### src/rtl/alu_muldiv_seq_if.sv
// Core-side handshake bundle for alu_muldiv_seq.
//   master (core):      drives start, op, operand_a, operand_b;
//                       observes busy, done, result, div_by_zero.
//   slave (sequencer):  the mirror image.
interface alu_muldiv_seq_if #(
    parameter int unsigned XLEN = 32
);
    logic            start;
    logic [1:0]      op;
    logic [XLEN-1:0] operand_a;
    logic [XLEN-1:0] operand_b;
    logic            busy;
    logic            done;
    logic [XLEN-1:0] result;
    logic            div_by_zero;

    modport master (
        output start, op, operand_a, operand_b,
        input  busy, done, result, div_by_zero
    );

    modport slave (
        input  start, op, operand_a, operand_b,
        output busy, done, result, div_by_zero
    );
endinterface

### src/rtl/alu_muldiv_seq.sv
// Multi-cycle MUL / DIVU / REMU sequencer that borrows the shared ALU.
// Ports:
//   clk, rst_n        clock, asynchronous active-low reset
//   bus (slave)       start/op/operands in; busy/done/result/div_by_zero out
//   alu_a_o, alu_b_o  ALU operands (driven from registered state only)
//   alu_op_o          ALU opcode: add 000, sub 001, sltu 101
//   alu_result_i      combinational ALU result for the current drive
// MUL: shift-and-add, one ALU add per bit (XLEN cycles).
// DIV: restoring division, sltu compare then sub per bit (2*XLEN cycles).
module alu_muldiv_seq #(
    parameter int unsigned XLEN = 32
) (
    input  logic                clk,
    input  logic                rst_n,
    alu_muldiv_seq_if.slave     bus,
    output logic [XLEN-1:0]     alu_a_o,
    output logic [XLEN-1:0]     alu_b_o,
    output logic [2:0]          alu_op_o,
    input  logic [XLEN-1:0]     alu_result_i
);
    localparam int unsigned CW = $clog2(XLEN) + 1;

    localparam logic [2:0] IDLE    = 3'd0;
    localparam logic [2:0] MUL_RUN = 3'd1;
    localparam logic [2:0] DIV_CMP = 3'd2;
    localparam logic [2:0] DIV_SUB = 3'd3;
    localparam logic [2:0] DONE    = 3'd4;

    localparam logic [2:0] ALU_ADD  = 3'b000;
    localparam logic [2:0] ALU_SUB  = 3'b001;
    localparam logic [2:0] ALU_SLTU = 3'b101;

    logic [2:0]      state_q, state_d;
    logic [CW-1:0]   cnt_q, cnt_d;
    logic [XLEN-1:0] acc_q, acc_d;       // MUL partial product
    logic [XLEN-1:0] mcand_q, mcand_d;
    logic [XLEN-1:0] mplier_q, mplier_d;
    logic [XLEN-1:0] rem_q, rem_d;       // DIV partial remainder
    logic [XLEN-1:0] dvd_q, dvd_d;
    logic [XLEN-1:0] dvs_q, dvs_d;
    logic [XLEN-1:0] quo_q, quo_d;
    logic            ge_q, ge_d;
    logic            is_rem_q, is_rem_d;
    logic            dbz_q, dbz_d;       // b==0 captured at start
    logic [XLEN-1:0] result_q, result_d;
    logic            dbz_out_q, dbz_out_d;

    logic [XLEN-1:0] r_sh;
    logic            last;

    // Remainder shifted left by one with the next dividend bit; its lost
    // MSB (rem_q[XLEN-1]) forces ge since the true value then exceeds dvs.
    assign r_sh = {rem_q[XLEN-2:0], dvd_q[XLEN-1]};
    assign last = (cnt_q == CW'(XLEN - 1));

    assign bus.busy        = (state_q == MUL_RUN) || (state_q == DIV_CMP) || (state_q == DIV_SUB);
    assign bus.done        = (state_q == DONE);
    assign bus.result      = result_q;
    assign bus.div_by_zero = dbz_out_q;

    always_comb begin
        alu_a_o  = '0;
        alu_b_o  = '0;
        alu_op_o = ALU_ADD;
        case (state_q)
            MUL_RUN: begin
                alu_a_o = acc_q;
                alu_b_o = mplier_q[0] ? mcand_q : '0;
            end
            DIV_CMP: begin
                alu_a_o  = r_sh;
                alu_b_o  = dvs_q;
                alu_op_o = ALU_SLTU;
            end
            DIV_SUB: begin
                alu_a_o  = r_sh;
                alu_b_o  = dvs_q;
                alu_op_o = ALU_SUB;
            end
            default: ;
        endcase
    end

    always_comb begin
        state_d   = state_q;
        cnt_d     = cnt_q;
        acc_d     = acc_q;
        mcand_d   = mcand_q;
        mplier_d  = mplier_q;
        rem_d     = rem_q;
        dvd_d     = dvd_q;
        dvs_d     = dvs_q;
        quo_d     = quo_q;
        ge_d      = ge_q;
        is_rem_d  = is_rem_q;
        dbz_d     = dbz_q;
        result_d  = result_q;
        dbz_out_d = dbz_out_q;
        case (state_q)
            IDLE, DONE: begin
                if (bus.start) begin
                    cnt_d    = '0;
                    is_rem_d = bus.op[1] & bus.op[0];
                    dbz_d    = bus.op[1] && (bus.operand_b == '0);
                    if (bus.op[1]) begin
                        rem_d   = '0;
                        dvd_d   = bus.operand_a;
                        dvs_d   = bus.operand_b;
                        quo_d   = '0;
                        state_d = DIV_CMP;
                    end else begin
                        acc_d    = '0;
                        mcand_d  = bus.operand_a;
                        mplier_d = bus.operand_b;
                        state_d  = MUL_RUN;
                    end
                end else if (state_q == DONE) begin
                    state_d = IDLE;
                end
            end
            MUL_RUN: begin
                acc_d    = alu_result_i;
                mcand_d  = mcand_q << 1;
                mplier_d = mplier_q >> 1;
                cnt_d    = cnt_q + CW'(1);
                if (last) begin
                    result_d  = alu_result_i;
                    dbz_out_d = 1'b0;
                    state_d   = DONE;
                end
            end
            DIV_CMP: begin
                ge_d    = rem_q[XLEN-1] | ~alu_result_i[0];
                state_d = DIV_SUB;
            end
            DIV_SUB: begin
                rem_d = ge_q ? alu_result_i : r_sh;
                quo_d = {quo_q[XLEN-2:0], ge_q};
                dvd_d = dvd_q << 1;
                cnt_d = cnt_q + CW'(1);
                if (last) begin
                    result_d  = is_rem_q ? rem_d : quo_d;
                    dbz_out_d = dbz_q;
                    state_d   = DONE;
                end else begin
                    state_d = DIV_CMP;
                end
            end
            default: state_d = IDLE;
        endcase
    end

    always_ff @(posedge clk or negedge rst_n) begin
        if (!rst_n) begin
            state_q   <= IDLE;
            cnt_q     <= '0;
            acc_q     <= '0;
            mcand_q   <= '0;
            mplier_q  <= '0;
            rem_q     <= '0;
            dvd_q     <= '0;
            dvs_q     <= '0;
            quo_q     <= '0;
            ge_q      <= 1'b0;
            is_rem_q  <= 1'b0;
            dbz_q     <= 1'b0;
            result_q  <= '0;
            dbz_out_q <= 1'b0;
        end else begin
            state_q   <= state_d;
            cnt_q     <= cnt_d;
            acc_q     <= acc_d;
            mcand_q   <= mcand_d;
            mplier_q  <= mplier_d;
            rem_q     <= rem_d;
            dvd_q     <= dvd_d;
            dvs_q     <= dvs_d;
            quo_q     <= quo_d;
            ge_q      <= ge_d;
            is_rem_q  <= is_rem_d;
            dbz_q     <= dbz_d;
            result_q  <= result_d;
            dbz_out_q <= dbz_out_d;
        end
    end
endmodule

### src/flat_wrapper.sv
// flat-port wrapper written by rule: the top's interface ports become plain ports
module alu_muldiv_seq_flat 
#(
    parameter int unsigned XLEN = 32
)
  (clk, rst_n, alu_a_o, alu_b_o, alu_op_o, alu_result_i, bus_start, bus_op, bus_operand_a, bus_operand_b, bus_busy, bus_done, bus_result, bus_div_by_zero);
  alu_muldiv_seq_if #(.XLEN(XLEN)) bus_i ();
  input  logic clk;
  input  logic rst_n;
  output logic [XLEN-1:0] alu_a_o;
  output logic [XLEN-1:0] alu_b_o;
  output logic [2:0] alu_op_o;
  input  logic [XLEN-1:0] alu_result_i;
  input wire logic [$bits(bus_i.start)-1:0] bus_start;
  input wire logic [$bits(bus_i.op)-1:0] bus_op;
  input wire logic [$bits(bus_i.operand_a)-1:0] bus_operand_a;
  input wire logic [$bits(bus_i.operand_b)-1:0] bus_operand_b;
  output wire logic [$bits(bus_i.busy)-1:0] bus_busy;
  output wire logic [$bits(bus_i.done)-1:0] bus_done;
  output wire logic [$bits(bus_i.result)-1:0] bus_result;
  output wire logic [$bits(bus_i.div_by_zero)-1:0] bus_div_by_zero;
  assign bus_i.start = bus_start;
  assign bus_i.op = bus_op;
  assign bus_i.operand_a = bus_operand_a;
  assign bus_i.operand_b = bus_operand_b;
  assign bus_busy = bus_i.busy;
  assign bus_done = bus_i.done;
  assign bus_result = bus_i.result;
  assign bus_div_by_zero = bus_i.div_by_zero;
  alu_muldiv_seq #(.XLEN(XLEN)) u_core (.clk(clk), .rst_n(rst_n), .bus(bus_i), .alu_a_o(alu_a_o), .alu_b_o(alu_b_o), .alu_op_o(alu_op_o), .alu_result_i(alu_result_i));
endmodule
### config.mk
export PLATFORM = sky130hd
export DESIGN_NAME = alu_muldiv_seq_flat
export DESIGN_NICKNAME = d
export VERILOG_FILES = /design/src/rtl/alu_muldiv_seq_if.sv /design/src/rtl/alu_muldiv_seq.sv /design/src/flat_wrapper.sv
export SDC_FILE = /design/constraint.sdc
export NUM_CORES = 1
export LEC_CHECK = 0
export ABC_AREA = 1
export CAP_MARGIN = 0
export CORE_MARGIN = 2
export CORE_UTILIZATION = 40
export DETAILED_ROUTE_END_ITERATION = 12
export HOLD_SLACK_MARGIN = 0.02
export PLACE_DENSITY = 0.6
export SLEW_MARGIN = 20
export SYNTH_ARGS = -nofsm -noshare
export SYNTH_HDL_FRONTEND = slang
export SYNTH_SLANG_ARGS = --single-unit
### constraint.sdc
create_clock -name clk -period 2.9 [get_ports clk]
set_input_delay 0.435 -clock clk [delete_from_list [all_inputs] [get_ports clk]]
set_output_delay 0.435 -clock clk [all_outputs]
set_load 0.05 [all_outputs]
==> out/qor.yml, run 1 <==
synth-xor-area-share_pct: 0.132
cts_tree: "yes"
clock.fmax_ghz: 0.357
ir_drop_mv: 0.530
synth.top_cell.area_share_pct: 50.6
gp_congestion: 0.821
startpoint: "u_core.state_q[1]"
cts_buffers: 31
tns_ns: 0
worst_pin_slew_ns: 0.769
cp.arrival_ns: 2.37
finalSetupViolCount: 0
final_core_util_pct: 53.6
drv_slew: 0
finalCritPeriodShare_pct: 96.6
cp-start-kind: "flip-flop"
synth_compound_area_share_pct: 13.4
path_clk_slew_ns: 0.06
leakage_uw: 0.00853
vias: 12200
ys_types: 27
hpwl_um: 26500
routed_wl_um: 40200
yosysSeqAreaShare_pct: 50.6
syn_area_mm2: 0.0133
min_period_ns: 2.80
drive_gt1_share_pct: 8.35
clock_sinks: 268
fin_skew_ns: 0.00690
end_kind: "primary output"
first_global_vias: 11900
fin_total_pwr_uw: 17500
start_util_pct: 40.7
r2r_cells: 6
die-area_mm2: 0.0346
grt_max_degree: 126
dr.pass1.iters: 5
crit_path_max_incr_delay_ns: 0.46
portBuffers: 201
synthSimpleGateAreaFrac_pct: 27.2
fp.dieH_um: 186
die_width_um: 186
yosysTopAreaCell: "dfrtp_1"
syn_avg_cell_area_um2: 7.43
nets: 2041
cp_max_fo: 29
reg2reg_from: "u_core.state_q[1]"
synthAdderAreaFrac_pct: 0.0944
crit_path_cell_trace: "inv_1 -> nand2_8 -> buf_4 -> o21ai_0 -> buf_12"
synthCells: 1784
cp.required_ns: 2.47
rows: 66
htree_levels: 1
grt_util_all_layers_pct: 23.2
drtIter0Drc: 1028
critPathSlowestCell: "dfrtp_1"
p_per_area_mw_per_mm2: 1000
wl_per_cell_um: 16.7
slew_headroom_pct: 48.7
worstSetupPathType: "flip-flop to primary output"
muxShareOfSynthArea_pct: 0
cts_setup_buffers: 0
status: "finished, final reports clean"
pin_count: 203
drtAntennaViolNets: 0
synth_top_family_by_area: "simple AND/OR/NAND/NOR gates"
grt_pass1_wl_um: 63900
hold_viol: 0
core_mm2: 0.0326
cts_root_buf: "clkbuf_16"
hp-class: "input pin to async pin"
drv_cap: 0
synthTopCellsByArea: "dfrtp_1 (51%), nand2_1 (21%), o21ai_0 (9.2%)"
finalHoldWorstSlack_ns: 0.391
ys_ff_latch: 268
insertion_delay_ns: 0.55
syn_to_final_growth_pct: 31.9
antenna_found_initial: 3
drc: 0
vias_per_cell: 5.07
yosys_warnings: 0
overflow: 0
cts_buffer_depth: 3
rsz0062_at_grt: "false"
syn-num-nets: 1886
## where the power goes
part | switching (uW) | internal, uW | leakage (uW)
combinational | 4580 | 2920 | 0.00467
sequential | 701 | 5170 | 0.00332
clock | 1600 | 2550 | 0.000540
total | 6880 | 10600 | 0.00853
## layout by cell type, fill, tap and decap left out, types with 2 or more instances in the layout
cell,n
a21oi_1,5
and2_1,32
buf_12,74
buf_4,20
bufinv_16,5
clkbuf_1,4
clkbuf_16,31
clkbuf_8,6
clkdlybuf4s50_1,133
clkinv_2,10
dfrtp_1,268
diode_2,2
inv_1,170
inv_2,3
nand2_1,726
nand2_4,3
nand3_1,101
nor2_1,29
nor2_2,2
o21a_1,30
o21ai_0,216
o21ai_1,43
o22ai_1,34
xor2_1,2
## area by class of cell
type                       instances  area [um2]
clock inverter                    16         211
clock buffer                      41         873
antenna                            2        5.00
tap                              442         553
timing repair buffer             231        3010
fill                            3104       15100
multi-input combinational       1232        5470
inverter                         175         658
sequential                       268        6710
## critical path, delay by kind of cell, from the launching register on
| kind | cells | cell delay (ns) |
|---|---|---|
| AO/OA/AOI/OAI | 1 | 0.32 |
| flip-flops | 1 | 0.46 |
| buffers and inverters | 3 | 0.77 |
| AND/OR/NAND/NOR | 1 | 0.24 |
## path summary, 6_finish.rpt
kind	to	slack, ns
setup / recovery	alu_a_o[7]	0.1
hold / removal	u_core.bus.result[15]	0.39
setup reg to reg	u_core.mplier_q[24]	0.68
hold reg to reg	u_core.dvs_q[9]	0.47
max in group asynchronous	u_core.dvd_q[23]	1.69
min in group clk	u_core.dvs_q[9]	0.47
## timing repair
item,in CTS,in global routing
endpoints found under the hold margin,49,0
setup endpoints to repair,14,38
gates resized for setup,7,24
hold buffers,1,0
cloned,0,1
pin swaps,0,1
## layer usage
metal	GRT usage [%]	vias up	wire [um]	share of wire (%)
met5	0	-	13	0.032
met4	5.95	2	875	2.2
met3	3.01	59	2310	5.7
met2	35.9	385	18000	45
met1	34.4	5833	19000	47
li1	-	5916	-	-
## kinds of logic after synthesis
kind of cell               Yosys count
adders and majority gates            1
DFF                                268
and+or+nand+nor                    897
other                                1
AOI/OAI and AO/OA                  330
buffers and inverters              285
xor gates and xnor gates             2
## cells in the mapped netlist
library cell and number:
o211ai_1 1, clkinv_1 1, a21boi_1 1, nand2_1 726, nor3_2 1, inv_2 4
or2_2 1, buf_4 5, and2_1 32, inv_1 170, nor2_8 1, buf_1 4
ha_1 1, o21ai_0 243, a21oi_1 5, o21a_1 30, o21ai_1 16, nor2_2 1
conb_1 1, clkbuf_1 62, dfrtp_1 268, nand3_1 101, o22ai_1 34, xor2_1 2
nand2_2 3, buf_2 39, nor2_1 31
## flip-flops by register name, indices dropped and copies added, names as in the netlist
register and count:
u_core.acc_q 32, u_core.bus.div_by_zero 1, u_core.bus.result 32, u_core.cnt_q 6, u_core.dbz_q 1, u_core.dvd_q 32
u_core.dvs_q 32, u_core.ge_q 1, u_core.is_rem_q 1, u_core.mcand_q 32, u_core.mplier_q 32, u_core.quo_q 31
u_core.rem_q 32, u_core.state_q 3
## per-stage QoR
stage | setup WS (ns) | std cells | area (um2)
after floorplan | 0.249 | 1784 | 13300
after global placement | 0.521 | 2346 | 16400
after detailed placement | 0.488 | 2346 | 16400
after CTS | 0.0142 | 2404 | 17500
after global routing | 0.00743 | 2407 | 17500
final | 0.0999 | 2407 | 17500
No activity file was read; power rests on OpenSTA's default activity.
==> run 2, diff against run 1 <==
--- a/config.mk
+++ b/config.mk
@@ -12,7 +12,8 @@
 export DETAILED_ROUTE_END_ITERATION = 12
 export HOLD_SLACK_MARGIN = 0.02
 export PLACE_DENSITY = 0.6
-export SLEW_MARGIN = 20
+export SKIP_CTS_REPAIR_TIMING = 1
+export SLEW_MARGIN = 40
 export SYNTH_ARGS = -nofsm -noshare
 export SYNTH_HDL_FRONTEND = slang
 export SYNTH_SLANG_ARGS = --single-unit
==> out/qor.yml, run 2 (synthesized netlist as in run 1, its figures left out) <==
path_clk_slew_ns: 0.06  # about the same
clock_sinks: 268  # unchanged
rows: 66  # unchanged
core_mm2: 0.0326  # unchanged
cp.required_ns: 2.47  # about the same
drive_gt1_share_pct: 8.35  # unchanged
die_width_um: 186  # unchanged
cp.arrival_ns: 2.36  # was 2.37 ns
worst_pin_slew_ns: 0.765  # was 0.769 ns
drtAntennaViolNets: 0  # unchanged
cts_tree: "yes"  # unchanged
p_int_uw: 10600  # about the same
final_cell_mix: "nand2_1 (726), dfrtp_1 (268), o21ai_0 (217)"  # was nand2_1 (726), dfrtp_1 (268), o21ai_0 (216)
p_clk_share_pct: 23.7  # about the same
routed_wl_um: 40100  # was 40,200 um
clock.fmax_ghz: 0.358  # was 0.357 GHz
slew_headroom_pct: 48.9  # was 48.7%
status: "finished, final reports clean"  # unchanged
hpwl_um: 26500  # unchanged
fp.dieH_um: 186  # unchanged
tns_ns: 0  # unchanged
vias_per_cell: 5.03  # was 5.07
antenna_found_initial: 3  # unchanged
vias: 12100  # was 12,200
wl_per_cell_um: 16.7  # about the same
drv_slew: 0  # unchanged
p_per_area_mw_per_mm2: 1000  # about the same
drc: 0  # unchanged
worstSetupPathType: "flip-flop to primary output"  # unchanged
ir_drop_mv: 0.532  # was 0.530 mV
htree_levels: 1  # unchanged
leakage_uw: 0.00853  # about the same
pwr-share-seq_pct: 33.5  # about the same
cts_buffers: 31  # unchanged
grt_util_all_layers_pct: 23.2  # about the same
overflow: 0  # unchanged
rsz0062_at_grt: "false"  # unchanged
combPwrFrac_pct: 42.8  # about the same
startpoint: "u_core.state_q[1]"  # unchanged
finalHoldWorstSlack_ns: 0.392  # was 0.391 ns
power_switching_uw: 6880  # about the same
nets: 2041  # unchanged
syn_to_final_growth_pct: 31.9  # unchanged
final_common_cell: "nand2_1"  # unchanged
finalCritPeriodShare_pct: 96.2  # was 96.6%
insertion_delay_ns: 0.55  # about the same
dr.pass1.iters: 6  # was 5
grt_max_degree: 126  # unchanged
end_kind: "primary output"  # unchanged
gp_congestion: 0.821  # unchanged
drv_cap: 0  # unchanged
reg2reg_from: "u_core.state_q[1]"  # unchanged
cts_buffer_depth: 3  # unchanged
cp_max_fo: 29  # unchanged
switching_share_pct: 39.3  # about the same
cts_root_buf: "clkbuf_16"  # unchanged
grt_pass1_wl_um: 63900  # about the same
pin_count: 203  # unchanged
die-area_mm2: 0.0346  # unchanged
portBuffers: 201  # unchanged
hold_viol: 0  # unchanged
hp-class: "input pin to async pin"  # unchanged
fin_skew_ns: 0.00727  # was 0.00690 ns
cp-start-kind: "flip-flop"  # unchanged
min_period_ns: 2.79  # was 2.80 ns
drtIter0Drc: 1100  # was 1,028
finalSetupViolCount: 0  # unchanged
first_global_vias: 11900  # about the same
start_util_pct: 40.7  # unchanged
==> run 2: cell counts in the layout (fill, tap and decap cells not counted) <==
No cell type changed its count.
==> run 2: final timing paths <==
check / depth (start not counted) / end / slack, ns
worst max-delay path: 4 / alu_a_o[28] / 0.11
worst min-delay path: 2 / u_core.bus.result[15] / 0.39
worst max register to register: 6 / u_core.mplier_q[20] / 0.71
worst min register to register: 2 / u_core.dvs_q[9] / 0.47
max in group asynchronous: 3 / u_core.dvd_q[23] / 1.69
min in group clk: 2 / u_core.dvs_q[9] / 0.47
==> run 2: routing by layer <==
metal	vias up	wire length (um)	track usage [%]
met1	5757	18800	34.3
met4	2	874	5.95
met2	385	18000	35.9
met5	-	13	0
li1	5915	-	-
met3	60	2470	3.01
==> run 2: worst max-delay path, cell delays in order (launching register included) <==
cell     delay (ns)
dfrtp_1        0.46
inv_1          0.33
nand2_8        0.24
o21ai_0        0.55
buf_12         0.21
==> run 2: metrics by stage <==
stage	cell area [um2]	power, uW	setup slack [ns]	utilization [%]	std cells
detailed placement	16400	13400	0.488	50.2	2346
finish	17500	17500	0.109	53.6	2407
floorplan	13300	10400	0.249	-	1784
global route	17500	18700	0.00744	53.6	2407
CTS	17400	17600	-0.108	53.5	2403
global placement	16400	13300	0.521	50.2	2346
==> run 2: power groups by stage <==
stage / logic [uW] / registers (uW) / clock network (uW)
after floorplan: 4550 / 5870 / 0
final: 7500 / 5870 / 4150
after global placement: 7390 / 5880 / 0
after detailed placement: 7500 / 5900 / 0
after CTS: 7530 / 5860 / 4230
after global routing: 8290 / 6020 / 4380
==> run 2: final cells by class <==
class | count | area [um2]
Antenna cell | 2 | 5.00
Clock inverter | 16 | 211
Sequential cell | 268 | 6710
Tap cell | 442 | 553
Multi-Input combinational cell | 1232 | 5470
Fill cell | 3103 | 15100
Clock buffer | 41 | 873
Inverter | 175 | 658
Timing Repair Buffer | 231 | 3010
